==> src/rtl/stopwatch_render_pkg.sv <==
// rtl/stopwatch_render_pkg.sv - shared types, segment masks and cell layout for the stopwatch renderer
package stopwatch_render_pkg;

  typedef enum logic [2:0] {
    IDLE, LOAD, DIV_MIN, DIV_SEC, DIV_MSH, DIV_MST, COMMIT
  } conv_state_e;

  typedef enum logic {
    CELL_DIGIT = 1'b0,
    CELL_COLON = 1'b1
  } cell_kind_e;

  localparam int NUM_CELLS  = 11;
  localparam int NUM_DIGITS = 8;

  // Layout H : M M : S S : m m m, left to right.
  function automatic cell_kind_e cell_kind(input int idx);
    case (idx)
      1, 4, 7: return CELL_COLON;
      default: return CELL_DIGIT;
    endcase
  endfunction

  function automatic int cell_width(input int idx, input int dw);
    return (cell_kind(idx) == CELL_COLON) ? dw / 2 : dw;
  endfunction

  function automatic int cell_start(input int idx, input int dw);
    int s;
    s = 0;
    for (int j = 0; j < idx; j++) s += cell_width(j, dw);
    return s;
  endfunction

  function automatic logic [2:0] digit_slot(input int idx);
    int n;
    n = 0;
    for (int j = 0; j < idx; j++) if (cell_kind(j) == CELL_DIGIT) n++;
    return 3'(n);
  endfunction

  // Bit order {a,b,c,d,e,f,g}.
  function automatic logic [6:0] seg_mask(input logic [3:0] digit);
    case (digit)
      4'd0:    return 7'h7E;
      4'd1:    return 7'h30;
      4'd2:    return 7'h6D;
      4'd3:    return 7'h79;
      4'd4:    return 7'h33;
      4'd5:    return 7'h5B;
      4'd6:    return 7'h5F;
      4'd7:    return 7'h70;
      4'd8:    return 7'h7F;
      4'd9:    return 7'h7B;
      default: return 7'h00;
    endcase
  endfunction

endpackage

==> src/rtl/div10_seq.sv <==
// rtl/div10_seq.sv - repeated-subtraction divider by 10 or 100, one subtract per cycle
module div10_seq (
  input  logic       clk,
  input  logic       rst_n,
  input  logic       start,
  input  logic       div100,
  input  logic [9:0] dividend,
  output logic       done,
  output logic [3:0] quotient,
  output logic [9:0] remainder
);

  logic       use100;
  logic [9:0] divisor;

  assign divisor = use100 ? 10'd100 : 10'd10;
  assign done    = (remainder < divisor);

  always_ff @(posedge clk or negedge rst_n) begin
    if (!rst_n) begin
      remainder <= '0;
      quotient  <= '0;
      use100    <= 1'b0;
    end else if (start) begin
      remainder <= dividend;
      quotient  <= '0;
      use100    <= div100;
    end else if (!done) begin
      remainder <= remainder - divisor;
      quotient  <= quotient + 4'd1;
    end
  end

endmodule

==> src/rtl/stopwatch_renderer.sv <==
// rtl/stopwatch_renderer.sv - H:MM:SS:mmm seven-segment overlay with per-frame BCD snapshot
// Optional colon blinking with STOPWATCH_RENDERER_BLINK_EN.
module stopwatch_renderer #(
  parameter int         X0           = 125,
  parameter int         Y0           = 200,
  parameter int         DIGIT_WIDTH  = 32,
  parameter logic [2:0] COLOR        = 3'b010,
  parameter int         BLINK_FRAMES = 60
) (
  input  logic        clk,
  input  logic        rst_n,
  input  logic        enable,
  input  logic [15:0] row,
  input  logic [15:0] column,
  input  logic        frame_start,
  input  logic [3:0]  hours,
  input  logic [5:0]  minutes,
  input  logic [5:0]  seconds,
  input  logic [9:0]  milliseconds,
  output logic        r,
  output logic        g,
  output logic        b,
  output logic        busy
);
  import stopwatch_render_pkg::*;

  localparam int DW = DIGIT_WIDTH;
  localparam logic [15:0] X0_L   = 16'(X0);
  localparam logic [15:0] Y0_L   = 16'(Y0);
  localparam logic [15:0] W_L    = 16'(9 * DW + 3 * (DW / 2));
  localparam logic [15:0] DH_L   = 16'(2 * DW);
  localparam logic [15:0] HALF_L = 16'(DW);
  localparam logic [15:0] T_L    = 16'(DW / 8);
  localparam logic [15:0] GW_L   = 16'(DW - DW / 8);
  localparam logic [15:0] G0_L   = 16'(DW - DW / 16);
  localparam logic [15:0] CX0_L  = 16'(DW / 8);
  localparam logic [15:0] CX1_L  = 16'(3 * DW / 8);
  localparam logic [15:0] DOT1_L = 16'(DW / 2);
  localparam logic [15:0] DOT3_L = 16'(3 * DW / 2);

  conv_state_e state, state_nxt;
  logic        div_start, div_sel100, div_done;
  logic [9:0]  div_dividend, div_r;
  logic [3:0]  div_q;
  logic [3:0]  hours_s;
  logic [5:0]  min_s, sec_s;
  logic [9:0]  ms_s;
  logic [3:0]  work_d [NUM_DIGITS];
  logic [3:0]  disp_d [NUM_DIGITS];
  logic        colon_on;

  div10_seq u_div (
    .clk       (clk),
    .rst_n     (rst_n),
    .start     (div_start),
    .div100    (div_sel100),
    .dividend  (div_dividend),
    .done      (div_done),
    .quotient  (div_q),
    .remainder (div_r)
  );

  assign busy = (state != IDLE);

  always_ff @(posedge clk or negedge rst_n) begin
    if (!rst_n) state <= IDLE;
    else        state <= state_nxt;
  end

  // The divider is loaded on the edge entering each stage, so a stage lasts quotient+1 cycles.
  always_comb begin
    state_nxt    = state;
    div_start    = 1'b0;
    div_sel100   = 1'b0;
    div_dividend = '0;
    case (state)
      IDLE:    if (frame_start) state_nxt = LOAD;
      LOAD:    begin
        div_start    = 1'b1;
        div_dividend = {4'd0, min_s};
        state_nxt    = DIV_MIN;
      end
      DIV_MIN: if (div_done) begin
        div_start    = 1'b1;
        div_dividend = {4'd0, sec_s};
        state_nxt    = DIV_SEC;
      end
      DIV_SEC: if (div_done) begin
        div_start    = 1'b1;
        div_sel100   = 1'b1;
        div_dividend = ms_s;
        state_nxt    = DIV_MSH;
      end
      DIV_MSH: if (div_done) begin
        div_start    = 1'b1;
        div_dividend = div_r;
        state_nxt    = DIV_MST;
      end
      DIV_MST: if (div_done) state_nxt = COMMIT;
      COMMIT:  state_nxt = IDLE;
      default: state_nxt = IDLE;
    endcase
  end

  always_ff @(posedge clk or negedge rst_n) begin
    if (!rst_n) begin
      hours_s <= '0;
      min_s   <= '0;
      sec_s   <= '0;
      ms_s    <= '0;
      for (int i = 0; i < NUM_DIGITS; i++) begin
        work_d[i] <= '0;
        disp_d[i] <= '0;
      end
    end else begin
      if (state == IDLE && frame_start) begin
        hours_s <= (hours > 4'd9) ? 4'd9 : hours;
        min_s   <= (minutes > 6'd59) ? 6'd59 : minutes;
        sec_s   <= (seconds > 6'd59) ? 6'd59 : seconds;
        ms_s    <= (milliseconds > 10'd999) ? 10'd999 : milliseconds;
      end
      case (state)
        LOAD:    work_d[0] <= hours_s;
        DIV_MIN: if (div_done) begin work_d[1] <= div_q; work_d[2] <= div_r[3:0]; end
        DIV_SEC: if (div_done) begin work_d[3] <= div_q; work_d[4] <= div_r[3:0]; end
        DIV_MSH: if (div_done) work_d[5] <= div_q;
        DIV_MST: if (div_done) begin work_d[6] <= div_q; work_d[7] <= div_r[3:0]; end
        COMMIT:  for (int i = 0; i < NUM_DIGITS; i++) disp_d[i] <= work_d[i];
        default: ;
      endcase
    end
  end

`ifdef STOPWATCH_RENDERER_BLINK_EN
  localparam int BW = $clog2(BLINK_FRAMES);
  logic [BW-1:0] blink_cnt;

  always_ff @(posedge clk or negedge rst_n) begin
    if (!rst_n) blink_cnt <= '0;
    else if (frame_start)
      blink_cnt <= (blink_cnt == BW'(BLINK_FRAMES - 1)) ? '0 : blink_cnt + BW'(1);
  end

  assign colon_on = (blink_cnt < BW'(BLINK_FRAMES / 2));
`else
  assign colon_on = 1'b1;
`endif

  logic        s1_in_box, s1_en;
  logic [15:0] s1_x, s1_y;

  always_ff @(posedge clk or negedge rst_n) begin
    if (!rst_n) begin
      s1_in_box <= 1'b0;
      s1_en     <= 1'b0;
      s1_x      <= '0;
      s1_y      <= '0;
    end else begin
      s1_in_box <= (column >= X0_L) && (column < X0_L + W_L) &&
                   (row >= Y0_L) && (row < Y0_L + DH_L);
      s1_en     <= enable;
      s1_x      <= column - X0_L;
      s1_y      <= row - Y0_L;
    end
  end

  logic        hit, in_gw, digit_px, colon_px, lit;
  cell_kind_e  hit_kind;
  logic [15:0] gx;
  logic [3:0]  hit_digit;
  logic [6:0]  seg_on;

  always_comb begin
    hit       = 1'b0;
    hit_kind  = CELL_DIGIT;
    gx        = '0;
    hit_digit = '0;
    for (int i = 0; i < NUM_CELLS; i++) begin
      if (s1_x >= 16'(cell_start(i, DW)) &&
          s1_x <  16'(cell_start(i, DW) + cell_width(i, DW))) begin
        hit       = 1'b1;
        hit_kind  = cell_kind(i);
        gx        = s1_x - 16'(cell_start(i, DW));
        hit_digit = disp_d[digit_slot(i)];
      end
    end
    in_gw     = (gx < GW_L);
    seg_on[6] = in_gw && (s1_y < T_L);
    seg_on[5] = (gx >= GW_L - T_L) && in_gw && (s1_y < HALF_L);
    seg_on[4] = (gx >= GW_L - T_L) && in_gw && (s1_y >= HALF_L);
    seg_on[3] = in_gw && (s1_y >= DH_L - T_L);
    seg_on[2] = (gx < T_L) && (s1_y >= HALF_L);
    seg_on[1] = (gx < T_L) && (s1_y < HALF_L);
    seg_on[0] = in_gw && (s1_y >= G0_L) && (s1_y < G0_L + T_L);
    digit_px  = |(seg_mask(hit_digit) & seg_on);
    colon_px  = colon_on && (gx >= CX0_L) && (gx < CX1_L) &&
                (((s1_y >= DOT1_L - T_L) && (s1_y < DOT1_L + T_L)) ||
                 ((s1_y >= DOT3_L - T_L) && (s1_y < DOT3_L + T_L)));
    lit       = s1_en && s1_in_box && hit &&
                ((hit_kind == CELL_COLON) ? colon_px : digit_px);
  end

  always_ff @(posedge clk or negedge rst_n) begin
    if (!rst_n) {r, g, b} <= 3'b000;
    else        {r, g, b} <= lit ? COLOR : 3'b000;
  end

endmodule

==> config.mk <==
export PLATFORM = sky130hd
export DESIGN_NAME = stopwatch_renderer
export DESIGN_NICKNAME = d
export VERILOG_FILES = /design/src/rtl/stopwatch_render_pkg.sv /design/src/rtl/div10_seq.sv /design/src/rtl/stopwatch_renderer.sv
export SDC_FILE = /design/constraint.sdc
export NUM_CORES = 1
export LEC_CHECK = 0
export ABC_AREA = 1
export BUFFER_PORTS_ARGS = -buffer_cell sky130_fd_sc_hd__buf_4
export CORE_MARGIN = 2
export CORE_UTILIZATION = 35
export CTS_BUF_LIST = sky130_fd_sc_hd__clkbuf_16
export DETAILED_ROUTE_END_ITERATION = 12
export SKIP_CTS_REPAIR_TIMING = 1
export SYNTH_ARGS = -nofsm -noshare
export SYNTH_HDL_FRONTEND = slang
export SYNTH_SLANG_ARGS = --single-unit
==> constraint.sdc <==
create_clock -name clk -period 5.05 [get_ports clk]
set_input_delay 1.01 -clock clk [delete_from_list [all_inputs] [get_ports clk]]
set_output_delay 1.01 -clock clk [all_outputs]
set_load 0.02 [all_outputs]
==> impl_metrics.toml, run 1 <==
[outcome]
outcome = "completed"

[run]
cap_violations = 0

[clock_tree]
insertion_delay_ns = 0.42
h-tree-depth = 4
cts_buffers = 17
clockRootBuffer = "clkbuf_16"
clk_pin_slew_worst_paths_ns = 0.06
cts.path.max_buffers = 2
cts_tree = "built"
numClockSinks = 142

[route]
wl_per_cell_um = 15.2
num_vias = 8406
drt-total-wl_um = 25600
drcViolationCount = 0
dr.first_iter.drc_count = 716
vias_per_cell = 4.98
postRouteAntennaNets = 0
first_pass_iters = 7

[setup_path]
cp_top_family = "simple AND/OR/NAND/NOR gates"
crit_required_ns = 5.40
path_max_fanout = 13
worstReg2RegStart = "s1_x[6]"
end_kind = "flip-flop"
r2r_slack_ns = 0.84
worstPathArrival_ns = 4.56
timing.rr.end = "g"
cp_common_cell = "a21oi_1"
r2r_cells = 24
crit_path_start_kind = "flip-flop"
path_depth = 24
crit_buf_inv = 4
crit_chain = "inv_1, ha_1, a21oi_1, inv_1, nand3_4, nand2_2, inv_2, nand3_1, a21oi_1, a211oi_1, o211ai_1, o21ai_0, a21oi_1, nor2_1, inv_1, ha_1, nand3b_1, a21oi_1, nor2_1, nand3_1, nand2_1, nand2_1, nand2_1, a21oi_2"
max_stage_delay_ns = 0.56
crit_slowest_cell = "dfrtp_1"
critPathKind = "reg2reg"

[logic_synthesis]
ys_ff_latch = 142
synthFlopType = "dfrtp_1"
async_reset_ff_share_pct = 100
netlist_instances = 1275
synth_cell_types = 54
synth.avg_cell_area_um2 = 7.45
yosysTopAreaCell = "dfrtp_1"
syn-cell-area_mm2 = 0.00950
ys_seq_area_share_pct = 37.4
synth_top_area_share_pct = 37.4
synth_edf_count = 0
yosysWarnings = 0
netlist_top_cells_area = "dfrtp_1 (37%), nand2_1 (12%), ha_1 (7.6%)"

[floorplan]
core_mm2 = 0.0268
io_pins = 66
fp.dieH_um = 169
fp.dieArea_mm2 = 0.0285
rows = 60
die_w_um = 169
start_util_pct = 35.4

[timing]
hold_violations = 0
slew_violations = 0
max_freq_mhz = 237
hold_slack_ns = 0.483
setup_viol = 0
slew_headroom_pct = 44.2
grt_setup_unrepaired = "no"
finalCritPeriodShare_pct = 83.4
setup_tns_ns = 0
worst_pin_slew_ns = 0.834
finalWorstPathRequiredPeriod_ns = 4.21
clock_skew_ns = 0.00720

[place]
gp_congestion = 0.945
port_buffers = 63
placed_area_mm2 = 0.0103
dp.final_hpwl_um = 19600

[hold_path]
hold_end = "disp_d[8]"
min_from = "disp_d[8]"
hold_depth = 2
hp-class = "reg2reg"

[grt]
grt_pass1_vias = 8314
grt_pass1_wl_um = 42600
antenna_found_initial = 0
gr-total-overflow = 0
grt_max_degree = 61
grt.total_usage_pct = 18.7

[cells_and_area]
nets = 1459
areaGrowthSynthToFinish_pct = 14.7
drive_above_1_share_pct = 11.2
n_antenna_cell = 0
layout_commonest_cell = "nand2_1"
postLayoutCellArea_mm2 = 0.0109
post-route-util_pct = 40.7
final_cell_mix = "nand2_1 (308), inv_1 (181), dfrtp_1 (142), o21ai_0 (128), nor2_1 (117)"

[power_and_ir_drop]
power_density_mw_per_mm2 = 416
ir_drop_uv = 258
power_leakage_uw = 0.00541
## worst reg2reg max path, cell delays in order, from the launching register on
cell and delay [ns]:
dfrtp_1 0.56, inv_1 0.39, ha_1 0.44, a21oi_1 0.16
inv_1 0.18, nand3_4 0.16, nand2_2 0.16, inv_2 0.06
nand3_1 0.06, a21oi_1 0.06, a211oi_1 0.19, o211ai_1 0.13
o21ai_0 0.14, a21oi_1 0.12, nor2_1 0.29, inv_1 0.12
ha_1 0.19, nand3b_1 0.15, a21oi_1 0.14, nor2_1 0.06
nand3_1 0.09, nand2_1 0.06, nand2_1 0.06, nand2_1 0.06
a21oi_2 0.12
## synth_stat cells (2+ instances only)
cell       number
a2111oi_0       3
a21oi_1        49
a21oi_2         4
a221oi_1        4
a22oi_1         4
a31oi_1        11
a41oi_1         3
and2_1          4
buf_2           6
buf_4           3
buf_6           5
clkbuf_1       18
dfrtp_1       142
fa_1            6
ha_1           58
inv_1         181
inv_2           6
mux2_2          5
nand2_1       308
nand2_2        12
nand3_1        54
nand3_2         2
nand3b_1        2
nand4_1        12
nor2_1        117
nor2_2          7
nor2_4          3
nor3_1         18
nor4_1          7
o2111ai_1       5
o211ai_1        5
o211ai_2        2
o21a_1          3
o21ai_0       128
o21ai_1         4
o21ai_2         2
o21bai_1        2
o31ai_1         6
o41ai_1         2
or2_2           3
xnor2_1        13
xor2_1         34
## power breakdown
part           total, uW  leakage [uW]  internal (uW)  switching [uW]
Sequential          1810       0.00179           1540             268
Combinational       1430       0.00333            535             895
Clock               1290      0.000297            785             509
## sequential cells by signal, indices dropped and copies added, names as in the netlist
| register | count |
|---|---|
| g | 1 |
| work_d | 32 |
| u_div.remainder | 10 |
| u_div.quotient | 4 |
| s1_y | 15 |
| sec_s | 6 |
| s1_in_box | 1 |
| s1_en | 1 |
| ms_s | 10 |
| s1_x | 16 |
| state | 3 |
| disp_d | 32 |
| hours_s | 4 |
| min_s | 6 |
| u_div.use100 | 1 |
## stage by stage
stage | power, uW | std cells | setup WS [ns]
after floorplan | 2800 | 1276 | 1.56
after global placement | 3210 | 1655 | 0.976
after detailed placement | 3250 | 1655 | 0.939
after CTS | 4570 | 1687 | 0.860
after global routing | 4900 | 1687 | 0.423
final | 4530 | 1687 | 0.836
## per-layer routing
layer  share of wire (%)  wire length (um)  vias to the layer above  GRT usage, %
li1                    -                 -                     4217             -
met1                  49             12500                     3930          26.3
met2                  44             11300                      219          29.4
met3                 5.1              1310                       40          3.34
met4                 2.1               538                        0          5.96
met5                   0                 0                        -             0
## cell families after synthesis
logic type / synth area share, %
adders and majority gates: 8.90
AOI/OAI and AO/OA: 14.7
and+or+nand+nor: 24.7
muxes: 0.593
DFF: 37.4
xor gates and xnor gates: 4.33
buffers and inverters: 9.28
other: 0.0395
## worst max-delay path by stage
stage | slack, ns | start | end
finish | 0.84 | s1_x[6] | g
floorplan | 1.56 | s1_x[6] | g
global route | 0.42 | s1_x[6] | g
CTS | 0.86 | s1_x[6] | g
detailed placement | 0.94 | s1_x[6] | g
global placement | 0.98 | s1_x[7] | g
## final cells by class
type,instances,area [um2]
multi-input cells,914,5070
clock buffers,17,425
repair buffers,70,529
inverters,188,706
flip-flops and latches,142,3550
fillers,2792,15900
well taps,341,427
clock inverters,15,186
No activity file was read; power rests on OpenSTA's default activity.
==> inputs of run 2 (changes only) <==
Clock period 5.05 ns to 4.4 ns, I/O delays scaled along.
==> impl_metrics.toml, run 2 (synthesized netlist as in run 1, its figures left out) <==
[outcome]
outcome = "completed"

[setup_path]
timing.rr.end = "g"
path_max_fanout = 10
r2r_cells = 24
crit_chain = "inv_1, ha_1, inv_2, a21oi_2, nand3_4, nand2_2, inv_2, nand3_1, a21oi_1, a211oi_1, o211ai_1, o21ai_0, a21oi_1, nor2_1, inv_1, ha_1, nand3b_1, a21oi_1, nor2_1, nand3_1, nand2_1, nand2_1, nand2_1, a21oi_2"
crit_required_ns = 4.75
r2r_slack_ns = 0.58
worstReg2RegStart = "s1_x[4]"
crit_path_start_kind = "flip-flop"
worstPathArrival_ns = 4.18
max_stage_delay_ns = 0.51
critPathKind = "reg2reg"
end_kind = "flip-flop"
crit_slowest_cell = "dfrtp_1"

[grt]
antenna_found_initial = 0
grt_pass1_vias = 8177
grt_max_degree = 110
grt_pass1_wl_um = 42500
gr-total-overflow = 0
grt.total_usage_pct = 18.6

[cells_and_area]
drive_above_1_share_pct = 12.1
n_antenna_cell = 0
finalNonFillerCells = 1701
final_cell_mix = "nand2_1 (308), inv_1 (181), dfrtp_1 (142), o21ai_0 (128), nor2_1 (117)"
nets = 1473
areaGrowthSynthToFinish_pct = 15.7
largestRegisters = "disp_d: 32 flops, work_d: 32 flops, s1_x: 16 flops"
layout_commonest_cell = "nand2_1"
post-route-util_pct = 41.0

[power_and_ir_drop]
power.switching_uw = 2000
p_comb_share_pct = 32.4
swShare_pct = 38.7
power_leakage_uw = 0.00547
p_total_uw = 5160
power_density_mw_per_mm2 = 469
ir_drop_uv = 348
clkPwrFrac_pct = 27.7
p_int_uw = 3160
seq_power_share_pct = 39.9

[timing]
setup_tns_ns = 0
hold_violations = 0
grt_setup_unrepaired = "no"
clock_skew_ns = 0.0108
worst_pin_slew_ns = 1.04
setup_viol = 0
finalCritPeriodShare_pct = 86.9
slew_headroom_pct = 30.9
hold_slack_ns = 0.484
slew_violations = 0
finalWorstPathRequiredPeriod_ns = 3.82
max_freq_mhz = 261

[hold_path]
hold_depth = 2
min_from = "sec_s[4]"
hold_end = "sec_s[4]"
hp-class = "reg2reg"

[clock_tree]
cts.path.max_buffers = 2
clk_pin_slew_worst_paths_ns = 0.08
insertion_delay_ns = 0.43
clockRootBuffer = "clkbuf_16"
numClockSinks = 142
h-tree-depth = 4
cts_buffers = 17
cts_tree = "built"

[route]
drcViolationCount = 0
dr.first_iter.drc_count = 547
drt-total-wl_um = 25400
vias_per_cell = 4.93
first_pass_iters = 5
num_vias = 8386
postRouteAntennaNets = 0
wl_per_cell_um = 14.9

[floorplan]
core_mm2 = 0.0268
rows = 60
io_pins = 66
fp.dieH_um = 169
start_util_pct = 35.4
die_w_um = 169
fp.dieArea_mm2 = 0.0285

[place]
port_buffers = 63
dp.final_hpwl_um = 19600
place_inst = 1669
gp_congestion = 0.966

[run]
cap_violations = 0
run 2: worst max-delay path: cells and delay by family (launching register included):
kind / cells / cell delay (ns)
compound gates: 8 / 1.13
fa+ha+maj: 2 / 0.50
buf+inv: 4 / 0.47
flops: 1 / 0.51
simple gates: 10 / 1.13
run 2: worst max-delay path by stage:
| stage | from | end | slack (ns) |
|---|---|---|---|
| 4_1_cts | s1_x[4] | g | 0.58 |
| 2_1_floorplan | s1_x[6] | g | 0.91 |
| 3_5_place_dp | s1_x[4] | g | 0.62 |
| 5_1_grt | s1_x[4] | g | 0.21 |
| 3_3_place_gp | s1_x[4] | g | 0.76 |
| 6_report | s1_x[4] | g | 0.58 |
run 2: layout make-up:
class / instances / area, um2
multi-input combinational: 914 / 5070
fill: 2714 / 15800
sequential: 142 / 3550
clock buffer: 17 / 425
tap: 341 / 427
clock inverter: 15 / 170
timing repair buffer: 84 / 634
inverter: 188 / 706
run 2: metrics by stage:
step,worst slack (ns),cell area (um2)
finish,0.576,11000
detailed placement,0.619,10400
global route,0.211,11000
CTS,0.578,11000
global placement,0.759,10400
floorplan,0.906,9500
run 2: power groups by stage:
stage / Clock (uW) / Combinational [uW] / Sequential [uW]
2_1_floorplan: 0 / 1240 / 1970
3_3_place_gp: 0 / 1640 / 2070
3_5_place_dp: 0 / 1670 / 2080
4_1_cts: 1470 / 1680 / 2060
5_1_grt: 1520 / 1950 / 2110
6_report: 1430 / 1670 / 2060
run 2: layer usage:
metal / up-vias / share of wire, % / wire length, um / global-route usage [%]
li1: 4256 / - / - / -
met1: 3940 / 49 / 12500 / 26.7
met2: 160 / 45 / 11400 / 29.4
met3: 30 / 4.1 / 1030 / 2.48
met4: 0 / 1.6 / 417 / 5.62
met5: - / 0 / 0 / 0
